===== src/rtl/flex_counter.sv =====
// Up-counter with programmable terminal value; optional FLEX_COUNTER_ROLL_PULSE_EN adds a one-cycle rollover pulse.
// Outputs are registered, so changes appear one edge after the inputs; there is no backpressure, and the counter advances on every enabled edge.
module flex_counter #(
  parameter int NUM_CNT_BITS = 4
) (
  input  logic                    clk,
  input  logic                    n_rst,
  input  logic                    clear,
  input  logic                    count_enable,
  input  logic [NUM_CNT_BITS-1:0] rollover_val,
  output logic [NUM_CNT_BITS-1:0] count_out,
  output logic                    rollover_flag
`ifdef FLEX_COUNTER_ROLL_PULSE_EN
  ,
  output logic                    rollover_pulse
`endif
);

  logic [NUM_CNT_BITS-1:0] r_count;
  logic                    r_flag;
  logic [NUM_CNT_BITS-1:0] w_next_count;
  logic                    w_at_term;
  logic                    w_rv_zero;

  assign w_at_term = (r_count == rollover_val);
  assign w_rv_zero = (rollover_val == '0);

  // A zero terminal value parks the counter at 0 instead of restarting at 1.
  always_comb begin
    w_next_count = r_count;
    if (clear) begin
      w_next_count = '0;
    end else if (count_enable) begin
      if (w_at_term) begin
        if (!w_rv_zero) begin
          w_next_count = NUM_CNT_BITS'(1);
        end
      end else begin
        w_next_count = r_count + NUM_CNT_BITS'(1);
      end
    end
  end

  always_ff @(posedge clk) begin
    if (n_rst) begin
      r_count <= '0;
      r_flag  <= 1'b0;
    end else begin
      r_count <= w_next_count;
      r_flag  <= !clear && (w_next_count == rollover_val);
    end
  end

  assign count_out     = r_count;
  assign rollover_flag = r_flag;

`ifdef FLEX_COUNTER_ROLL_PULSE_EN
  logic r_pulse;
  logic w_roll;

  assign w_roll = count_enable && !clear && w_at_term && !w_rv_zero;

  always_ff @(posedge clk) begin
    if (n_rst) begin
      r_pulse <= 1'b0;
    end else begin
      r_pulse <= w_roll;
    end
  end

  assign rollover_pulse = r_pulse;
`endif

endmodule


===== config.mk =====
export PLATFORM = sky130hd
export DESIGN_NAME = flex_counter
export DESIGN_NICKNAME = d
export VERILOG_FILES = /design/src/rtl/flex_counter.sv
export SDC_FILE = /design/constraint.sdc
export NUM_CORES = 1
export LEC_CHECK = 0
export ABC_AREA = 1
export BUFFER_PORTS_ARGS = -buffer_cell sky130_fd_sc_hd__buf_4
export CAP_MARGIN = 15
export CORE_UTILIZATION = 29
export CTS_CLUSTER_DIAMETER = 50
export DETAILED_ROUTE_END_ITERATION = 10
export PLACE_DENSITY = 0.59
export SLEW_MARGIN = 20
export SYNTH_ARGS = -nofsm -noshare
export SYNTH_HDL_FRONTEND = slang
export SYNTH_SLANG_ARGS = --single-unit
export TNS_END_PERCENT = 30

===== constraint.sdc =====
create_clock -name clk -period 1.3 [get_ports clk]
set_input_delay 0.26 -clock clk [delete_from_list [all_inputs] [get_ports clk]]
set_output_delay 0.26 -clock clk [all_outputs]
set_load 0.01 [all_outputs]

Yosys cells after proc, flatten, opt, wreduce, memory -nomap -nowiden
Index checks and enable logic that the tools add are counted.
Widths: inputs -> output; s select.
- add/sub/neg operators: 1
- equality and inequality tests: 2
- multiplexer cells: 4
- reduce and logical (&&, ||, !) cells: 3
- operator list (kind ; number):
    $mux 4 ; 4
    $eq 4x4->1 ; 2
    $add 4x1->4 const B ; 1
    $logic_not 4->1 ; 1
    $logic_and 1x1->1 ; 1
    $logic_not 1->1 ; 1
- flip-flop bits (word level): 5
- bits of input ports: 8
- output and inout port bits: 5
- word-level logic and storage cells: 12

Depth between registers and ports, before layout
Gate-level depths: netlist of run 1.
- depth in word-level cells: 7
- mapped depth: 13

Worst setup path before layout of run 1
OpenSTA, ideal clock, no wires.
- kind: reg-to-reg
- start point: register r_count[1], in the netlist count_out[1]
- end point: register r_flag, in the netlist rollover_flag
- data arrival time: 1.182 ns
- required time: 1.190 ns
- slack: 0.007 ns
- cell stages (with the launch flop): 12
- buffers on the path: 0
- path through: dfxtp_1 -> inv_1 -> nand2_1 -> nand2_1 -> nor2_2 -> nand2_2 -> o21ai_1 -> nand2_1 -> nand2_2 -> nand2_2 -> nand3_2 -> nor2_2
- cells in the longest elaborated chain, start to end: 6
- elaborated cells on any way between the ends: 8
- those cells by class: add/sub: 1; eq/ne: 2; mux: 4; reduce/logical: 1
- RTL lines (what ; line ; text):
    from (decl) ; 19 ; logic [NUM_CNT_BITS-1:0] r_count;
    from (signal assigned) ; 49 ; r_count <= w_next_count;
    $add 4x1->4 (tied with other cells) ; 39 ; w_next_count = r_count + NUM_CNT_BITS'(1);
    $mux 4 ; 34 ; if (w_at_term) begin
    $mux 4 (*) ; 33 ; end else if (count_enable) begin
    $mux 4 (*) ; 31 ; if (clear) begin
    $eq 4x4->1 (*) ; 50 ; r_flag <= !clear && (w_next_count == rollover_val);
    $logic_and 1x1->1 (*) ; 50 ;
    to (signal assigned) ; 50 ;
    to (decl) ; 20 ; logic r_flag;
Every way passes the cells marked *; elsewhere a longest branch is shown, timed or not.
A chain may end at the register's enable or synchronous reset.

Worst setup path after layout of run 1
- start point: register r_count[2], in the netlist count_out[2]
- end point: register r_flag, in the netlist rollover_flag
The elaborated chain is that of the path after synthesis.

==> reports/summary.md, run 1 <==
The flow ran to the end, and the final reports show no timing, DRC or antenna violations. The global-route wire length before repair is 1720 um. The critical path in this run is classified as flip-flop to flip-flop. The setup clock skew after layout is 0.000760 ns. In this run switching power makes up 29.6% of total power. Of the total power, combinational logic draws 32.0%. The count of clock tree sinks was 5. The share of power burned in registers was 32.9%. The count of buffers added on input and output ports is 12. The logs give 315 sq um for the footprint of the multi-input gates and 3 for the total clock buffers created by CTS. The analysis attributes to net switching a power of 0.000147 W. In this run, distinct cell masters in the synthesized netlist total 16. The beginning of the worst register-to-register path was count_out[2]. The type of the tightest min-delay check was input pin to flip-flop.

The setup TNS after final layout is 0 ns, and the synthesized flop and latch total is 5. The initial cell density of the core was 32.7%; the clock slew seen by the registers of the worst setup and hold paths was 0.04 ns. Synthesis produced a netlist whose cell count is 73. Global routing used 15.9% of the available tracks across all layers.

Dividing the final minimum period by the clock period gives 98.4%. Of all nets on the critical path, the largest fanout is 5. The average via count per standard cell is 4.44.

In this run the critical register-to-register path is captured at rollover_flag. The remaining max-slew budget at the tightest pin is 82.1%, and the average routed wire per standard cell is 9.67 um. The tools report the element type at the critical path start as a flip-flop. The fraction of power consumed by the clock network came out at 35.1%. For this design the static power due to leakage is 0.380 nW. In the routed design, unresolved DRC markers number 0. Across the VDD grid, the largest voltage drop is 0.417 mV.

During I/O placement, the number of pins put on the boundary was 13. The total number of H-tree levels came out at 1. The logs give 0.000349 W for the design internal power and 0.24 ns for the clock insertion delay at the later pin of the skew report.

The initial DRC count was 6. The width of the die works out to 41.2 um. The tightest hold path in the finished design has a slack of 0.211 ns. The total of max-cap violations was 0.

Data on the critical path arrives at its endpoint at 1.41 ns. The number of stages on the worst hold path works out to 2. Once detail routing completed, the nets flagged for antenna violations numbered 0. The final setup violation count came out at 0. The slack of the worst reg-to-reg path came out at 0.02 ns. The library cell used most frequently in the layout, excluding fill and tap cells, is sky130_fd_sc_hd__buf_4. Final count of pins violating max slew: 0. The first TritonRoute pass finished after 4 iterations. The depth of the most critical reg-to-reg path was 11.

Number of global-route vias before repair: 433. The number of antenna violations at the first check in global routing was 0; the shortest period the worst path allows was 1.28 ns. The average size of a mapped cell came out at 6.12 sq um. The run gives 2 as the clock tree buffer depth. Kind of end point of the critical path: a flip-flop. The power per cell area was 699 nW/um^2; the final weighted congestion in routability-driven placement was 0.847. The launch point of the worst hold path is n_rst. Sequential elements use 22.4% of the synthesized area. The logs give 0 for the number of diodes added for antenna fixing and 1370 sq um for the placeable core region.

The floorplan has 13 rows. Endpoint of the worst setup timing path: rollover_flag. The total overflow left after global routing is 0. The total half-perimeter wirelength after legalization and detailed placement came out at 875 um. The buffer cell driving the clock tree root was sky130_fd_sc_hd__clkbuf_4. The number of hold violations in the final report came out at 0. The run gives 113 as the net count of the finished layout. In the final layout, flip-flops and latches occupy 113 sq um.

The die covers 1700 sq um. The count of vias placed by the detailed router came out at 524. From synthesis to final layout, the design area changed by 59.1%.

The number of fill cells was 151; the post-synth net total was 82. Actual slew at the worst max-slew pin: 0.268 ns. The library cells used most frequently in the layout, excluding fill and tap cells, are 26 x sky130_fd_sc_hd__buf_4, 24 x sky130_fd_sc_hd__nand2_1, 9 x sky130_fd_sc_hd__nand2_2, 6 x sky130_fd_sc_hd__inv_2, 5 x sky130_fd_sc_hd__nand3_2. TritonCTS built the clock tree.

Setup repair after global routing could not meet its margin everywhere. Entering global routing, the biggest net connects 7 pins. After synthesis the cells add up to 447 sq um. For this run, the top clock speed supported by timing is 0.782 GHz. After detailed placement, the total cell area comes to 653 sq um. The most critical setup path has its startpoint at count_out[2]. The final routed wirelength across all metal layers is 1140 um. The number of warning messages in the yosys log is 0. The ratio of cells with drive above 1 in the final layout was 58.3%; the y dimension of the die was 41.2 um. The worst endpoint required time is 1.43 ns. The finished cells cover 711 sq um.
==> synthesized netlist by cell type (all sizes together) <==
master  instances  area (sq um)
nand2          33           139
inv            10          37.5
nor2            8          40.0
nand3           7          60.1
dfxtp           5           100
nand4           3          18.8
xor2            2          17.5
a21oi           1          5.00
clkinv          1          5.00
ha              1          12.5
o21ai           1          5.00
or2             1          6.26
==> power by group through the flow <==
stage | combinational, W | sequential, W | clock [W]
global placement | 0.000150 | 0.000169 | 0
finish | 0.000159 | 0.000163 | 0.000174
detailed placement | 0.000150 | 0.000169 | 0
global route | 0.000175 | 0.000164 | 0.000198
floorplan | 0.0000766 | 0.000170 | 0
CTS | 0.000158 | 0.000164 | 0.000186
==> worst max-delay path, stage by stage (launching register included) <==
cell and delay [ns]:
sky130_fd_sc_hd__dfxtp_4 0.36, sky130_fd_sc_hd__inv_2 0.04, sky130_fd_sc_hd__nand2_1 0.06, sky130_fd_sc_hd__nand2_2 0.06
sky130_fd_sc_hd__nor2_2 0.09, sky130_fd_sc_hd__nand2_2 0.10, sky130_fd_sc_hd__o21ai_2 0.15, sky130_fd_sc_hd__nand2_2 0.09
sky130_fd_sc_hd__nand2_2 0.08, sky130_fd_sc_hd__nand2_2 0.05, sky130_fd_sc_hd__nand3_2 0.07, sky130_fd_sc_hd__nor2_2 0.04
==> registers in the layout, indices dropped and copies added (netlist names) <==
register / count
count_out: 4
rollover_flag: 1
==> how the worst min path moves through the flow <==
stage / endpoint / slack [ns]
after CTS: count_out[2] / 0.20
after floorplan: count_out[1] / 0.33
after detailed placement: count_out[3] / 0.47
final: count_out[2] / 0.21
after global routing: count_out[2] / 0.20
after global placement: count_out[3] / 0.47
==> routing by layer <==
metal	vias to the layer above	routed length, um	track usage [%]
li1	286	-	-
met5	-	0	0
met2	10	536	22.3
met4	0	14	12.1
met1	226	550	21.5
met3	2	40	2.17
==> area by class of cell <==
| cell class | count | share of cell area [%] |
|---|---|---|
| flip-flops and latches | 5 | 15.8 |
| inverters | 11 | 5.99 |
| repair buffers | 26 | 27.5 |
| multi-input cells | 57 | 44.4 |
| well taps | 15 | 2.64 |
| clock buffers | 4 | 3.70 |
==> metrics by stage <==
step                setup slack, ns  utilization (%)  power, W  std cells
floorplan                   0.00735                -  0.000247         73
global placement            -0.0821             47.8  0.000318        113
detailed placement           -0.105             47.8  0.000319        113
CTS                        0.000656             51.6  0.000508        118
global route                -0.0937             52.0  0.000537        118
finish                       0.0208             52.0  0.000496        118
==> cell families (layout without fill, tap and decap cells) <==
| family | after synthesis | count (layout) | share of synthesized area (%) |
|---|---|---|---|
| DFF | 5 | 5 | 22.4 |
| and+or+nand+nor | 52 | 52 | 59.1 |
| adders and majority gates | 1 | 1 | 2.80 |
| xor gates and xnor gates | 2 | 2 | 3.92 |
| AOI/OAI and AO/OA | 2 | 2 | 2.24 |
| buffers and inverters | 11 | 41 | 9.52 |
==> what timing repair did <==
item / CTS / global route
gates resized for setup: 10 / 4
hold buffers: 0 / 0
endpoints found under the setup margin: 2 / 1
pin swaps: 6 / 1
setup buffers: 1 / 0
Power figures use the tool's default switching activity.
==> inputs of run 2 (changes only) <==
--- a/config.mk
+++ b/config.mk
@@ -12,6 +12,7 @@
 export CTS_CLUSTER_DIAMETER = 50
 export DETAILED_ROUTE_END_ITERATION = 10
 export PLACE_DENSITY = 0.59
+export SETUP_SLACK_MARGIN = 0.5
 export SLEW_MARGIN = 20
 export SYNTH_ARGS = -nofsm -noshare
 export SYNTH_HDL_FRONTEND = slang
==> reports/summary.md, run 2 (same netlist as run 1, synthesis figures left out) <==
In the global route stage, overall resource usage came out at 16.6%. Average via count per standard cell: 4.42. The y dimension of the die was 41.2 um; the overall power after layout was 0.000499 W.

For the worst setup path, the data required time is 1.44 ns. Iteration count of the initial detailed-routing pass: 4. The critical path is of the flip-flop to flip-flop type.

Critical register-to-register path endpoint: rollover_flag. CTS saw 5 sinks. The tools report the end point of the worst hold path as count_out[0].

In the final design database the tool counted 108 nets. The worst-case IR drop observed on VDD is 0.346 mV. For the global-route wire length before repair, the log shows 1790 um.

After detailed routing, the average wire length per cell comes to 9.44 um. From left edge to right edge, the die measures 41.2 um. The startpoint identified for the worst hold timing path is n_rst. Buffers placed on the I/O ports in this run total 12. In this run the remaining antenna-violating nets after routing total 0.

Setup repair after global routing could not meet its margin everywhere. Total half-perimeter wirelength after legalization and detailed placement: 844 um. Once the floorplan was initialized, standard cells occupied 32.7% of the core.

The number of fill cells is 145. The reported leakage power came out at 0.355 nW. The kind of end point of the critical path was a flip-flop. TritonCTS built the clock tree.

The count of placed standard cells in the final layout, fillers left out came out at 113. The tools report the beginning of the worst register-to-register path as count_out[1]. The maximum frequency from static timing analysis came out at 0.774 GHz. Entering global routing, the biggest net connects 7 pins. The tools report the number of diodes added for antenna fixing as 0.

The buffer cell driving the clock tree root is sky130_fd_sc_hd__clkbuf_4. The final clock period utilization by the worst path is 99.4%, and the endpoint arrival time on the critical path is 1.43 ns. The count of pins on the block boundary was 13; the maximum net fanout on the critical path was 5.

The register with the most flip-flops in the layout has 4 of them. The number of antenna violations at the first check in global routing was 0. For the pin with the worst max-slew slack, the measured transition is 0.264 ns. For the setup clock skew after layout, the log shows 0.00262 ns. The flow ran to the end, and the final reports show no timing, DRC or antenna violations. The number of global-route vias before repair was 429; the shortest period the worst path allows was 1.29 ns.

The total area inside the core boundary comes to 1370 sq um. The logs give 1700 sq um for the die area and 0 for the residual DRC count. Total clock buffers created by CTS: 3. Measured in cells, the most critical reg-to-reg path has a length of 11. The global-route congestion overflow total is 0, and the clock tree buffer depth is 2. The run gives 0.833 as the final weighted congestion in routability-driven placement. The total number of H-tree levels was 1.

Measured against its own limit, the worst slew margin works out to 82.4%. The element type at the critical path start is a flip-flop. For flop-to-flop paths, the worst setup slack is 0.008 ns. For this design the ratio of total power to cell area is 718 nW/um^2.

In the final timing run, aggregate negative setup slack is 0 ns. Max-cap violations in this run came to 0. The run gives 500 as the count of vias placed by the detailed router.

The tools report the final count of pins violating max slew as 0. After routing the design area is 696 sq um. The count of placed standard cells including taps came out at 106. The relative area change from synthesis to final layout is 55.7%, and the number of stages on the worst hold path is 2.

The min-delay analysis places its worst path in the category input pin to flip-flop. For the worst-skew pair, the clock arrives at the later sink with an insertion delay of 0.24 ns. Leaving out fill and tap cells, the most frequent cell in the layout is sky130_fd_sc_hd__buf_4.

The logs give 3 for the initial DRC count and 613 sq um for the placed instance area. The post-route netlist has 62.2% of its cells at a drive strength greater than 1. Clock-pin slew was measured on the worst setup and hold paths at 0.04 ns. The final layout contains routed wiring with a total length of 1070 um. Row generation in the floorplan step produced 13 rows. The number of hold violations in the final report was 0; the final setup violation count was 0. Buffers inserted to repair hold after CTS numbered 0. Across all hold checks on the routed design, the worst slack comes to 0.210 ns. In the layout the commonest cells are 20 x sky130_fd_sc_hd__buf_4, 17 x sky130_fd_sc_hd__nand2_1, 16 x sky130_fd_sc_hd__nand2_2, 6 x sky130_fd_sc_hd__inv_2, 5 x sky130_fd_sc_hd__nand3_2.
-- run 2: changes by cell type in the layout (fill, tap and decap cells not counted) --
cell | before | now
sky130_fd_sc_hd__nand2_2 | 9 | 16
sky130_fd_sc_hd__o21ai_1 | 0 | 1
sky130_fd_sc_hd__nor2_4 | 0 | 1
sky130_fd_sc_hd__nor2_2 | 4 | 3
sky130_fd_sc_hd__buf_4 | 26 | 20
sky130_fd_sc_hd__buf_6 | 0 | 1
sky130_fd_sc_hd__o21ai_2 | 1 | 0
sky130_fd_sc_hd__nand2_1 | 24 | 17
-- run 2: worst max-delay path by stage --
stage	start	cells past startpoint	endpoint	slack (ns)
6_report	count_out[1]	11	rollover_flag	0.008
3_3_place_gp	rollover_val[2]	14	rollover_flag	-0.04
4_1_cts	count_out[0]	11	rollover_flag	0.004
3_5_place_dp	rollover_val[2]	14	rollover_flag	-0.05
5_1_grt	count_out[1]	13	rollover_flag	-0.10
2_1_floorplan	count_out[1]	11	rollover_flag	0.09
-- run 2: layout make-up --
class                      count  area (sq um)  area share [%]
multi-input combinational     57           334            48.0
timing repair buffer          21           161            23.2
sequential                     5           113            16.2
inverter                      11          42.5            6.12
clock buffer                   4          26.3            3.78
tap                           15          18.8            2.70
-- run 2: what timing repair did --
action / in CTS / in global routing
buffers inserted: 2 / 1
endpoints found under the setup margin: 10 / 10
gates resized for setup: 4 / 11
hold endpoints to repair: 0 / 0
pin swaps: 9 / 13
-- run 2: where the power goes --
group          switching (W)  internal, W  leakage [nW]
Clock              0.0000643     0.000116        0.0150
Sequential        0.00000728     0.000156        0.0434
Combinational      0.0000823    0.0000729         0.297
-- run 2: through the flow --
stage	util (%)	setup WS (ns)
after detailed placement	44.9	-0.0545
after floorplan	-	0.0918
after CTS	48.1	0.00420
after global routing	50.9	-0.104
after global placement	44.9	-0.0383
final	50.9	0.00798
-- run 2: routing by layer --
| layer | up-vias | part of all wire (%) | global-route usage (%) |
|---|---|---|---|
| met2 | 6 | 48 | 23.8 |
| li1 | 277 | - | - |
| met3 | 2 | 1.8 | 1.63 |
| met5 | - | 0 | 0 |
| met1 | 215 | 49 | 22.4 |
| met4 | 0 | 1.3 | 12.1 |
-- run 2: critical path, stage by stage, from the launching register on --
cell,delay [ns]
sky130_fd_sc_hd__dfxtp_4,0.36
sky130_fd_sc_hd__inv_2,0.04
sky130_fd_sc_hd__nand2_2,0.05
sky130_fd_sc_hd__nand2_2,0.06
sky130_fd_sc_hd__nor2_2,0.11
sky130_fd_sc_hd__nand2_2,0.09
sky130_fd_sc_hd__o21ai_1,0.14
sky130_fd_sc_hd__nand2_1,0.10
sky130_fd_sc_hd__nand2_2,0.08
sky130_fd_sc_hd__nand2_2,0.05
sky130_fd_sc_hd__nand3_2,0.07
sky130_fd_sc_hd__nor2_2,0.04
